<file path="config.mk">
export PLATFORM = sky130hd
export DESIGN_NAME = ifid_queue
export DESIGN_NICKNAME = d
export VERILOG_FILES = /design/src/rtl/ifid_queue.sv
export SDC_FILE = /design/constraint.sdc
export NUM_CORES = 1
export LEC_CHECK = 0
export CORE_ASPECT_RATIO = 1.75
export CORE_MARGIN = 3
export CORE_UTILIZATION = 40
export DETAILED_ROUTE_END_ITERATION = 7
export GPL_ROUTABILITY_DRIVEN = 0
export PLACE_DENSITY = 0.6
export SLEW_MARGIN = 20
export SYNTH_ARGS = -nofsm -noshare
export SYNTH_HDL_FRONTEND = slang
export SYNTH_SLANG_ARGS = --single-unit
</file>
<file path="constraint.sdc">
create_clock -name cpu_clk_50M -period 4 [get_ports cpu_clk_50M]
set_clock_uncertainty 0.2 [all_clocks]
set_input_delay 0.6 -clock cpu_clk_50M [delete_from_list [all_inputs] [get_ports cpu_clk_50M]]
set_output_delay 0.6 -clock cpu_clk_50M [all_outputs]
set_load 0.05 [all_outputs]
</file>
<file path="src/rtl/ifid_queue.sv">
// ifid_queue: IF/ID decoupling FIFO holding {pc, inst, exccode} entries with
// valid/ready handshakes toward fetch and decode. Flush empties it in one cycle.
// Optional branch delay slot tracking across buffered entries: IFID_DELAY_TRACK_EN.

`ifndef PC_INIT
`define PC_INIT 32'hBFC0_0000
`endif
`ifndef ZERO_WORD
`define ZERO_WORD 32'h0000_0000
`endif
`ifndef EXC_NONE
`define EXC_NONE 5'h10
`endif

module ifid_queue #(
  parameter int unsigned DEPTH  = 4,
  parameter int unsigned PC_W   = 32,
  parameter int unsigned INST_W = 32,
  parameter int unsigned EXC_W  = 5
) (
  input  logic                       cpu_clk_50M,
  input  logic                       cpu_rst_n,
  input  logic                       flush,
  input  logic                       if_valid,
  output logic                       if_ready,
  input  logic [PC_W-1:0]            if_pc,
  input  logic [INST_W-1:0]          if_inst,
  input  logic [EXC_W-1:0]           if_exccode,
  output logic                       id_valid,
  input  logic                       id_ready,
  output logic [PC_W-1:0]            id_pc,
  output logic [INST_W-1:0]          id_inst,
  output logic [EXC_W-1:0]           id_exccode,
  input  logic                       next_in_delay,
  output logic                       id_in_delay,
  output logic [$clog2(DEPTH):0]     occupancy
);

  localparam int unsigned AW = $clog2(DEPTH);
  localparam logic [AW:0] FULL_CNT = (AW+1)'(DEPTH);

  typedef enum logic [1:0] {
    OCC_EMPTY,
    OCC_PARTIAL,
    OCC_FULL
  } occ_e;

  logic [PC_W-1:0]   pc_mem   [DEPTH];
  logic [INST_W-1:0] inst_mem [DEPTH];
  logic [EXC_W-1:0]  exc_mem  [DEPTH];

  logic [AW-1:0] rd_ptr;
  logic [AW-1:0] wr_ptr;
  logic [AW:0]   count;
  occ_e          occ_state;
  logic          push;
  logic          pop;

  // Occupancy class derived from the registered count only
  always_comb begin
    occ_state = OCC_PARTIAL;
    if (count == '0) begin
      occ_state = OCC_EMPTY;
    end else if (count == FULL_CNT) begin
      occ_state = OCC_FULL;
    end
  end

  assign if_ready  = (occ_state != OCC_FULL);
  assign id_valid  = (occ_state != OCC_EMPTY);
  assign occupancy = count;
  assign push      = if_valid & if_ready & ~flush;
  assign pop       = id_valid & id_ready & ~flush;

  // Pointer and count update; flush wins over push and pop
  always_ff @(posedge cpu_clk_50M or negedge cpu_rst_n) begin
    if (!cpu_rst_n) begin
      rd_ptr <= '0;
      wr_ptr <= '0;
      count  <= '0;
    end else if (flush) begin
      rd_ptr <= '0;
      wr_ptr <= '0;
      count  <= '0;
    end else begin
      if (push) begin
        wr_ptr <= wr_ptr + 1'b1;
      end
      if (pop) begin
        rd_ptr <= rd_ptr + 1'b1;
      end
      case ({push, pop})
        2'b10:   count <= count + 1'b1;
        2'b01:   count <= count - 1'b1;
        default: count <= count;
      endcase
    end
  end

  // Entry storage; payload needs no reset since emptiness is tracked by count
  always_ff @(posedge cpu_clk_50M) begin
    if (push) begin
      pc_mem[wr_ptr]   <= if_pc;
      inst_mem[wr_ptr] <= if_inst;
      exc_mem[wr_ptr]  <= if_exccode;
    end
  end

  // Head outputs, forced to idle values while empty
  always_comb begin
    id_pc      = PC_W'(`PC_INIT);
    id_inst    = INST_W'(`ZERO_WORD);
    id_exccode = EXC_W'(`EXC_NONE);
    if (id_valid) begin
      id_pc      = pc_mem[rd_ptr];
      id_inst    = inst_mem[rd_ptr];
      id_exccode = exc_mem[rd_ptr];
    end
  end

`ifdef IFID_DELAY_TRACK_EN
  logic delay_pend;

  // Remember that the next consumed entry is a delay slot, however far behind it is
  always_ff @(posedge cpu_clk_50M or negedge cpu_rst_n) begin
    if (!cpu_rst_n) begin
      delay_pend <= 1'b0;
    end else if (flush) begin
      delay_pend <= 1'b0;
    end else if (pop) begin
      delay_pend <= next_in_delay;
    end
  end

  assign id_in_delay = delay_pend & id_valid;
`else
  logic unused_next_in_delay;
  assign unused_next_in_delay = next_in_delay;
  assign id_in_delay          = 1'b0;
`endif

endmodule

</file>
# --- After elaboration in Yosys (flattened, before gate mapping) ---
# Memory sizes are Yosys's and may differ from the RTL's.
# Cells that the tools add are included.
word_totals:
  regBits: 7
  latch_bits: 0
  ramBits: 276
  romBits: 0
  inputBits: 75
  out_inout_bits: 75
  elab_cells: 37
  n_memories: 3
op_classes:
  n_addsub: 4
  n_mul: 0
  div: 0
  order_cmp: 0
  n_eq_ne: 4
  shift: 0
  muxes: 13
  bitwise_logic: 5
  reduce_logical: 5
mem_list:
  columns: ["memory", "depth", "width", "rd", "rd_clocked_by_memory_dff", "write_ports", "line_no", "text"]
  rows:
  - ["inst_mem", 4, 32, 1, 0, 1, "49", "logic [INST_W-1:0] inst_mem [DEPTH];"]
  - ["pc_mem", 4, 32, 1, 0, 1, "48", "logic [PC_W-1:0] pc_mem [DEPTH];"]
  - ["exc_mem", 4, 5, 1, 0, 1, "50", "logic [EXC_W-1:0] exc_mem [DEPTH];"]
ops:
  columns: ["cell", "n"]
  rows:
  - ["$mux 32", 2]
  - ["$mux 2", 6]
  - ["$pmux 3 s2", 1]
  - ["$reduce_bool 2->1", 3]
  - ["$mux 5", 1]
  - ["$add 2x1->2 const B", 2]
  - ["$and 1x1->1", 4]
  - ["$add 3x1->3 const B", 1]
  - ["$eq 3x3->1 const B", 1]
  - ["$logic_not 3->1", 1]
  - ["$mux 3", 1]
  - ["$reduce_bool 3->1", 1]
  - ["$sub 3x1->3 const B", 1]
  - ["$eq 2x1->1 const B", 1]
  - ["$eq 2x2->1 const B", 1]
  - ["$mux 1", 2]
  - ["$ne 2x2->1 const B", 1]
  - ["$not 1->1", 1]

# --- Logic depth before layout (Yosys ltp) ---
depth:
  ltp_word: 9
  ltp_mapped: 8
  ltp_nobuf: 7

# --- Worst setup path before layout ---
# No wires, ideal clock.
synth_timing:
  kind: "register to register"
  start: "register count[0], in the netlist occupancy[0]"
  end: "memory exc_mem[2][1] (enable)"
  setup_time_ns: 0.435
  arrival_time_ns: 2.924
  required_time_ns: 3.365
  slack_ns: 0.441
  stages_incl_launch_ff: 5
  path_buffers: 1
  period_less_slack_ns: 3.559
  cell_sequence: "dfrtp_1 -> buf_2 -> nor3b_1 -> nor3_1 -> and2_1"
synth_between:
  elab_chain_len: 8
  word_cells_on_any_way: 9
  cone_classes: "2 x eq/ne; 4 x mux; 2 x bitwise; 1 x reduce/logical"
synth_lines:
  columns: ["item", "line_no", "text"]
  rows:
  - ["from (decl)", "54", "logic [AW:0] count;"]
  - ["from (signal assigned)", "93", "2'b10: count <= count + 1'b1;"]
  - ["from (signal assigned)", "94", "2'b01: count <= count - 1'b1;"]
  - ["from (signal assigned)", "95", "default: count <= count;"]
  - ["$eq 3x3->1", "64", "end else if (count == FULL_CNT) begin"]
  - ["$mux 2", "64", null]
  - ["$mux 2 (*)", "62", "if (count == '0) begin"]
  - ["$ne 2x2->1 (*)", "69", "assign if_ready = (occ_state != OCC_FULL);"]
  - ["$and 1x1->1 (*) (2 in a row)", "72", "assign push = if_valid & if_ready & ~flush;"]
  - ["$mux 1 (*)", "102", "if (push) begin"]
  - ["$mux 1 (not written as such) (*)", "105", "exc_mem[wr_ptr] <= if_exccode;"]
  - ["to (decl)", "50", null]
# Every way passes the cells marked *; elsewhere a longest branch is shown, timed or not.

# --- Worst setup path in the final report ---
layout_timing:
  start: "register rd_ptr[0]"
  end: "output id_pc[31]"
layout_between:
  elab_chain_len: 2
layout_lines:
  columns: ["item", "line_no", "text"]
  rows:
  - ["from (decl)", "52", "logic [AW-1:0] rd_ptr;"]
  - ["from (signal assigned)", "90", "rd_ptr <= rd_ptr + 1'b1;"]
  - ["$mem_v2 4x32", null, null]
  - ["$mux 32", "114", "if (id_valid) begin"]
  - ["to (decl)", "31", "output logic [PC_W-1:0] id_pc,"]
# No other way between the ends.

==> results by group <==
Global route
  • Gr ovfl total: 0
  • First-pass GRT wire length: 33300 um
  • Largest net degree at the start of global routing: 52
  • Initial antenna violation count: 4
  • Vias in the first global route: 5757
  • GRT Util Overall: 14.7%

Clock network
  • Num CTS Buffers: 24
  • Max clock buf depth: 3
  • CTS tree: yes
  • Hold_buf cts: 0
  • Clk slew on worst S/H paths: 0.06 ns
  • TritonCTS Sinks: 283
  • # resized after CTS: 0
  • Worst-skew pair later-pin latency: 0.52 ns
  • Postcts setup bufs: 0
  • H-tree depth: 1
  • Clock root cell: clkbuf_16

STA
  • Worst-Margin Slew: 0.791 ns
  • Final hold violation count: 0
  • Setup Viol. Count Final: 0
  • Fin crit period: 3.59 ns
  • Max-Slew Margin vs Limit: 47.3%
  • Final Max Tran Viols: 0
  • Unrepaired setup endpoints after global routing: no
  • Fin Setup TNS: 0 ns
  • Fmax: 278 MHz
  • Final period utilization: 89.8%

Layout
  • Commonest non-fill, non-tap cells in the layout: edfxtp_1 (276), clkdlybuf4s50_1 (87), mux4_2 (69)
  • Layout Cells excl Fill: 1046
  • Most common library cell in the layout ignoring fill and taps: edfxtp_1
  • Layout cells sized above 1: 26.7%
  • Synth-to-Final Area Change: 22.6%
  • Final nets: 744

Outcome
  • Outcome: completed

Synth
  • Unique masters post-synth: 35
  • Area leader, netlist: edfxtp_1
  • Seq/Total Area, Yosys: 76.9%
  • YS warnings: 0
  • Post-synthesis cell count: 508
  • Cell Area, Synth: 11000 sq um
  • Post-Syn Nets: 588
  • Post-synth top area share: 75.3%
  • Number of synthesized register bits: 283
  • Syn_area_per_cell: 21.7 sq um
  • Largest cells by area after synthesis: edfxtp_1 (75%), mux4_2 (14%), and2_1 (3.6%)

Routing
  • Drt first pass iters: 4
  • Detailed Route WL: 22000 um
  • Vias: 5285
  • Vias per inst: 5.05
  • Drt drc: 0
  • Initial DRC Count: 328
  • Post-DRT Antenna Nets: 0
  • Wire per inst: 21.1 um

Critical path
  • Worst r2r src: occupancy[0]
  • CP Cell Sequence: mux4_2, or2_2, clkdlybuf4s50_1
  • Crit start category: flop
  • Critical path type: reg2out
  • Crit end category: output port
  • Worst EP arrival: 2.79 ns
  • Critical-path maximum fanout: 21
  • Crit path from: rd_ptr[0]
  • Worst path required time: 3.20 ns
  • Delay of the slowest cell on the worst path: 0.71 ns
  • Worst path slowest cell: dfrtp_4

Floorplan
  • Row count: 79
  • Placeable core region: 26900 sq um
  • I/O pins: 150
  • Die area: 29600 sq um
  • Initial Util: 41.0%
  • DIE WIDTH: 131 um
  • Die Ht: 225 um

Placed design
  • Count of buffers from port buffering: 147
  • Post-DP HPWL: 13700 um
  • Placed Cells incl. Taps: 1002

Power and ir drop
  • Pwr per Cell Area: 530 nW/um^2
  • Peak VDD IR: 0.291 mV
  • Overall power: 7.15 mW
  • Lkg Pwr: 4.37 nW

Job
  • Maxcap violations: 0

Min path
  • HP Class: in2async
[per-stage QoR]
step	hold WS [ns]	util (%)	worst slack, ns	cell area, sq um
detailed placement	0.394	47.5	0.644	12800
global route	0.153	50.2	0.269	13500
floorplan	0.104	-	0.441	11000
global placement	0.396	47.5	0.798	12800
CTS	0.130	50.2	0.327	13500
finish	0.154	50.2	0.407	13500
[cell families after synthesis]
group                      after synthesis  synth area share, %
xor gates and xnor gates                 3                0.239
AOI/OAI and AO/OA                       17                 1.02
buffers and inverters                   37                 1.97
other                                    1               0.0341
and+or+nand+nor                         93                 5.14
muxes                                   69                 14.1
adders and majority gates                5                0.636
DFF                                    283                 76.9
[synth_stat cells (all sizes together)]
| cell type | count |
|---|---|
| nor3b | 1 |
| o21ai | 3 |
| clkbuf | 9 |
| nor2b | 1 |
| o31ai | 1 |
| a31oi | 1 |
| edfxtp | 276 |
| a221oi | 1 |
| inv | 7 |
| buf | 21 |
| o311ai | 1 |
| nor2 | 5 |
| xor2 | 2 |
| fa | 1 |
| ha | 4 |
| xnor2 | 1 |
| a311oi | 1 |
| dfrtp | 7 |
| nand2b | 4 |
| or3 | 1 |
| nand3 | 3 |
| and2 | 63 |
| a211o | 1 |
| nor3 | 3 |
| or2 | 10 |
| a2111oi | 2 |
| mux4 | 69 |
| o22ai | 1 |
| nand3b | 2 |
| a21oi | 5 |
| conb | 1 |
[layout make-up]
class / instances / area (sq um)
flip-flops and latches: 283 / 8470
multi-input cells: 188 / 2340
diodes: 3 / 7.51
fillers: 2240 / 13400
repair buffers: 160 / 1480
clock inverters: 10 / 70.1
clock buffers: 31 / 648
inverters: 7 / 26.3
well taps: 364 / 455
[critical path: cells and delay by family, from the launching register on]
kind / cells / cell delay [ns]
DFF: 1 / 0.71
buffers and inverters: 1 / 0.71
muxes: 1 / 0.56
and+or+nand+nor: 1 / 0.29
[layer usage]
metal	vias up	GRT usage [%]	routed length [um]
met5	-	0	12
met2	129	27.4	12400
met3	30	2.75	1040
met1	2762	16.9	8060
met4	2	5.53	547
li1	2362	-	-
[report_power, final]
part / internal [mW] / total [mW] / switching [mW]
Combinational: 0.591 / 1.57 / 0.979
Clock: 1.20 / 2.16 / 0.962
Sequential: 3.35 / 3.42 / 0.0628
Total: 5.15 / 7.15 / 2.00
[worst paths after layout]
| check | cells past startpoint | slack [ns] | endpoint |
|---|---|---|---|
| setup / recovery | 3 | 0.41 | id_pc[31] |
| hold / removal | 1 | 0.15 | occupancy[2] |
| setup reg to reg | 4 | 1.45 | inst_mem[2][5] |
| hold reg to reg | 2 | 0.40 | wr_ptr[1] |
| max in group asynchronous | 1 | 3.16 | rd_ptr[1] |
| min in group cpu_clk_50M | 2 | 0.40 | wr_ptr[1] |
[sequential cells by signal (all words and copies together) (netlist names)]
name and cells:
rd_ptr 2, inst_mem 128, pc_mem 128, exc_mem 20, occupancy 3, wr_ptr 2
Power figures use the tool's default switching activity.
==> patch 1: new RTL, same settings <==
Set the parameter `INST_W` to 36 (it was 32).
--- a/src/rtl/ifid_queue.sv
+++ b/src/rtl/ifid_queue.sv
@@ -15,7 +15,7 @@
 module ifid_queue #(
   parameter int unsigned DEPTH  = 4,
   parameter int unsigned PC_W   = 32,
-  parameter int unsigned INST_W = 32,
+  parameter int unsigned INST_W = 36,
   parameter int unsigned EXC_W  = 5
 ) (
   input  logic                       cpu_clk_50M,
Ports: changed (resized id_inst and if_inst); port bits go from 150 to 158. No check against the original RTL was run, so the function may have changed too.
==> patch 1 against the original RTL <==
Worst hold slack worse by 19 ps; count of clock-buffer cells in the layout is 2 lower; sequential cell count rose by 16; worst setup slack got worse by 220 ps; final cell count up 4.9%; register-to-register slack worse by 60 ps; sequential share of layout area fell by 1.4 points; cell area rose by 8.0%; total power rose by 12%; routed wire length grew 8.2%; utilization rose by 1.4 points; synthesized area rose by 5.3%; critical endpoint is now id_pc[22]; highest routed layer is now met4.
==> patch 1: results (changes against the original RTL) <==
Placed inst area - 13700 µm² (+7.0%)
Commonest cells in the netlist - edfxtp_1, mux4_2, and2_1, buf_2, or2_1
Ratio of cells with drive above 1 in the final layout - 19.4% (-7.3 points)
Max IR drop VDD - 0.550 mV (+89%)
DRT iter0 DRCs - 274 (-16%)
Largest registers - inst_mem: 144 flops, pc_mem: 128 flops, exc_mem: 20 flops
Total track usage - 15.6% (+0.88 points)
DR vias - 5582 (+5.6%)
HPWL Detailed - 14.8 mm (+7.5%)
First-pass DRT Iterations - 5 (+1)
Net Sw Power - 2.19 mW (+9.2%)
Reg2reg end - pc_mem[1][25]
Setup crit end - id_pc[22]
Sequential cell area fraction in the yosys report - 77.1% (+0.25 points)
Vias in the first global route - 6384 (+11%)
Status - finished, final reports clean
CP Data Arrival Time - 3010 ps (+220 ps)
Leak pwr - 4.60 nW (+5.2%)
FILL cells - 2217 (-1.0%)
Clock-net power - 2.64 mW (+22%)
Synth area leaders - edfxtp_1, mux4_2, and2_1, dfrtp_1, buf_6
Slowest-stage cell, CP - clkdlybuf4s50_1
Synth Net Count - 616 (+4.8%)
Flop-to-flop setup slack - 1390 ps (-60 ps)
EDFF count, synth - 292 (+5.8%)
Cells on worst reg2reg path - 4 (unchanged)
Max-slew headroom - 58.2% (+11 points)
Initial antenna violation count - 1 (-3)
CP Max Fanout - 16 (-24%)
Sequential power - 3.60 mW (+5%)
Async S/R FF share, synth - 2.34% (-0.13 points)
Post-synthesis cell type count - 34 (-2.9%)
CTS Buf Count - 27 (+13%)
Port Buffers - 155 (+5.4%)
Final nets - 787 (+5.8%)
First-pass GRT wire length - 37.0 mm (+11%)
==> patch 1: layout make-up <==
type | instances | area, µm² | area share, %
multi-input cells | 196 | 2460 | 16.8
diodes | 1 | 2.50 | 0.0172
flip-flops and latches | 299 | 8950 | 61.4
well taps | 373 | 467 | 3.20
inverters | 7 | 28.8 | 0.197
clock buffers | 29 | 683 | 4.68
clock inverters | 20 | 225 | 1.54
repair buffers | 172 | 1770 | 12.1
==> patch 1: per-stage QoR <==
stage	setup WS [ps]	util (%)	hold slack, ps	power (mW)	cells
after global placement	695	48.4	385	5.41	1047
after detailed placement	653	48.4	394	5.44	1047
after global routing	27.3	51.6	130	8.30	1096
after CTS	78.1	51.6	114	8.10	1096
after floorplan	347	-	104	4.81	532
final	191	51.6	136	7.98	1097
==> patch 1: metal layers <==
layer,routed length (µm),GRT usage (%)
met2,13400,29.6
met5,0,0
met4,601,5.10
met3,1240,2.93
met1,8560,17.4
==> patch 1: repair_timing <==
| action | in CTS | in global routing |
|---|---|---|
| buffers inserted | 0 | 0 |
| setup endpoints to repair | 0 | 7 |
| hold endpoints to repair | 0 | 0 |
| hold buffers | 0 | 0 |
| resized for setup | 0 | 2 |
==> patch 1: cell families after synthesis <==
family                   Yosys count  synth area share (%)
XOR/XNOR                           3                 0.227
buffers and inverters             37                  1.80
multiplexers                      73                  14.2
other                              1                0.0323
flip-flops                       299                  77.1
AO/OA/AOI/OAI                     17                 0.971
adder cells (fa/ha/maj)            5                 0.604
AND/OR/NAND/NOR                   97                  5.09
==> patch 1: critical path, delay by kind of cell, from the launching register on <==
family | cells | cell delay (ps)
mux | 1 | 520
flops | 1 | 660
simple gates | 1 | 220
buf+inv | 2 | 1070
==> patch 2: new RTL, config.mk and constraints unchanged <==
Without the edit above. Add a define of `IFID_DELAY_TRACK_EN`.
--- a/src/rtl/ifid_queue.sv
+++ b/src/rtl/ifid_queue.sv
@@ -1,6 +1,8 @@
 // ifid_queue: IF/ID decoupling FIFO holding {pc, inst, exccode} entries with
 // valid/ready handshakes toward fetch and decode. Flush empties it in one cycle.
 // Optional branch delay slot tracking across buffered entries: IFID_DELAY_TRACK_EN.
+
+`define IFID_DELAY_TRACK_EN
 
 `ifndef PC_INIT
 `define PC_INIT 32'hBFC0_0000
Function: changed (a bounded check fails within 4 cycles, from zero or initial values and one cycle with cpu_rst_n low).
==> patch 2 against the original RTL <==
Count of clock-buffer cells in the layout down 2; via count up 1.4%; routed wire length up 4.1%; non-clock buffer count up 6; synthesized area up 0.26%; sequential cell count up 1; worst hold slack better by 31 ps; cell area up 3.1%; final cell count up 0.67%; fmax down 5.2%; critical path depth up 2; worst setup slack worse by 200 ps; total power up 3.6%; critical endpoint is now id_pc[20].
==> patch 2: results (changes against the original RTL) <==
Status - finished, final reports clean
Leak pwr - 4.41 nW (+0.78%)
CTS Buf Count - 26 (+8.3%)
Port Buffers - 149 (+1.4%)
Max IR drop VDD - 0.336 mV (+15%)
First-pass GRT wire length - 35.7 mm (+7.3%)
FILL cells - 2225 (-0.67%)
Skew-Pair Late Insertion Delay - 520 ps (about the same)
Largest net degree at the start of global routing - 70 (+35%)
Worst slew pin tran - 551 ps (-240 ps)
Post-synthesis cell type count - 37 (+5.7%)
Non-Filler Instances - 1053 (+0.67%)
CP Max Fanout - 39 (+86%)
Flop-to-flop setup slack - 1490 ps (+40 ps)
Root buffer cell - clkbuf_16
Slowest-stage cell, CP - clkdlybuf4s50_1
Placed insts - 1006 (+0.40%)
Worst min path class - input port to async pin
Sequential cell area fraction in the yosys report - 76.9% (about the same)
Reg2reg end - occupancy[1]
Hold Slack - 185 ps (+30.9 ps)
Post-DRT Antenna Nets - 0 (unchanged)
R2R Path Start - occupancy[0]
Clock Path Buffers - 3 (unchanged)
Worst-path clk slew - 60 ps (about the same)
Vias in the first global route - 6110 (+6.1%)
Post_cts resized - 0 (unchanged)
DR vias - 5359 (+1.4%)
Commonest cells in the netlist - edfxtp_1, mux4_2, and2_1, clkbuf_1
Pre-CTS setup slack - 697 ps (+53.8 ps)
Top FF cell, synth - edfxtp_1
H-Tree Level Count - 1 (unchanged)
Synth area leaders - edfxtp_1, mux4_2, and2_1, dfrtp_1, buf_6
Largest registers - inst_mem: 128 flops, pc_mem: 128 flops, exc_mem: 20 flops
DRT iter0 DRCs - 319 (-2.7%)
Placed inst area - 13100 µm² (+2.2%)
EDFF count, synth - 276 (unchanged)
Routed WL - 22.9 mm (+4.1%)
Initial antenna violation count - 2 (-2)
Cells on worst reg2reg path - 6 (+2)
HPWL Detailed - 14.5 mm (+5.3%)
Ys Warns - 0 (unchanged)
Synth Net Count - 584 (-0.68%)
Ratio of cells with drive above 1 in the final layout - 19.2% (-7.5 points)
Delay-heaviest family, CP - buffers and inverters
First-pass DRT Iterations - 4 (unchanged)
Cells after Synth - 504 (-0.79%)
Crit path largest cell delay - 830 ps (+120 ps)
Total track usage - 15.7% (+0.91 points)
Async S/R FF share, synth - 2.82% (+0.34 points)
# Post-CTS Setup Buffers - 0 (unchanged)
CP Data Arrival Time - 2990 ps (+200 ps)
Final nets - 750 (+0.81%)
[patch 2: report_power, final]
| group | total, mW | internal (mW) | switching (mW) | leakage (nW) |
|---|---|---|---|---|
| Clock | 2.49 | 1.48 | 1.01 | 0.418 |
| Sequential | 3.42 | 3.36 | 0.0572 | 2.61 |
| Combinational | 1.50 | 0.606 | 0.895 | 1.38 |
| Total | 7.41 | 5.44 | 1.97 | 4.41 |
[patch 2: how the worst max path moves through the flow]
stage | slack [ps] | to | start | cells after the start
2_1_floorplan | 440 | exc_mem[2][1] | occupancy[0] | 4
3_3_place_gp | 700 | id_pc[20] | occupancy[0] | 5
3_5_place_dp | 700 | id_pc[20] | occupancy[0] | 5
4_1_cts | 110 | id_pc[20] | occupancy[0] | 5
5_1_grt | 40 | id_inst[0] | rd_ptr[0] | 4
6_report | 210 | id_pc[20] | occupancy[0] | 5
[patch 2: kinds of logic after synthesis]
group                      count (synthesis)  share of synthesized area (%)
AOI/OAI and AO/OA                         19                           1.13
and+or+nand+nor                           87                           5.00
buffers and inverters                     35                           1.87
xor gates and xnor gates                   4                          0.317
adders and majority gates                  5                          0.635
DFF                                      284                           76.9
muxes                                     70                           14.2
[patch 2: layer usage]
metal	global-route usage, %	wire (µm)
met5	0	20
met4	5.32	504
met3	2.47	887
met2	31.1	13300
met1	16.6	8200
[patch 2: layout make-up]
type | instances | area (µm²) | share of cell area [%]
diodes | 1 | 2.50 | 0.0180
clock buffers | 29 | 683 | 4.91
clock inverters | 17 | 176 | 1.27
inverters | 7 | 26.3 | 0.189
multi-input cells | 185 | 2360 | 16.9
flip-flops and latches | 284 | 8500 | 61.1
well taps | 364 | 455 | 3.27
repair buffers | 166 | 1720 | 12.4
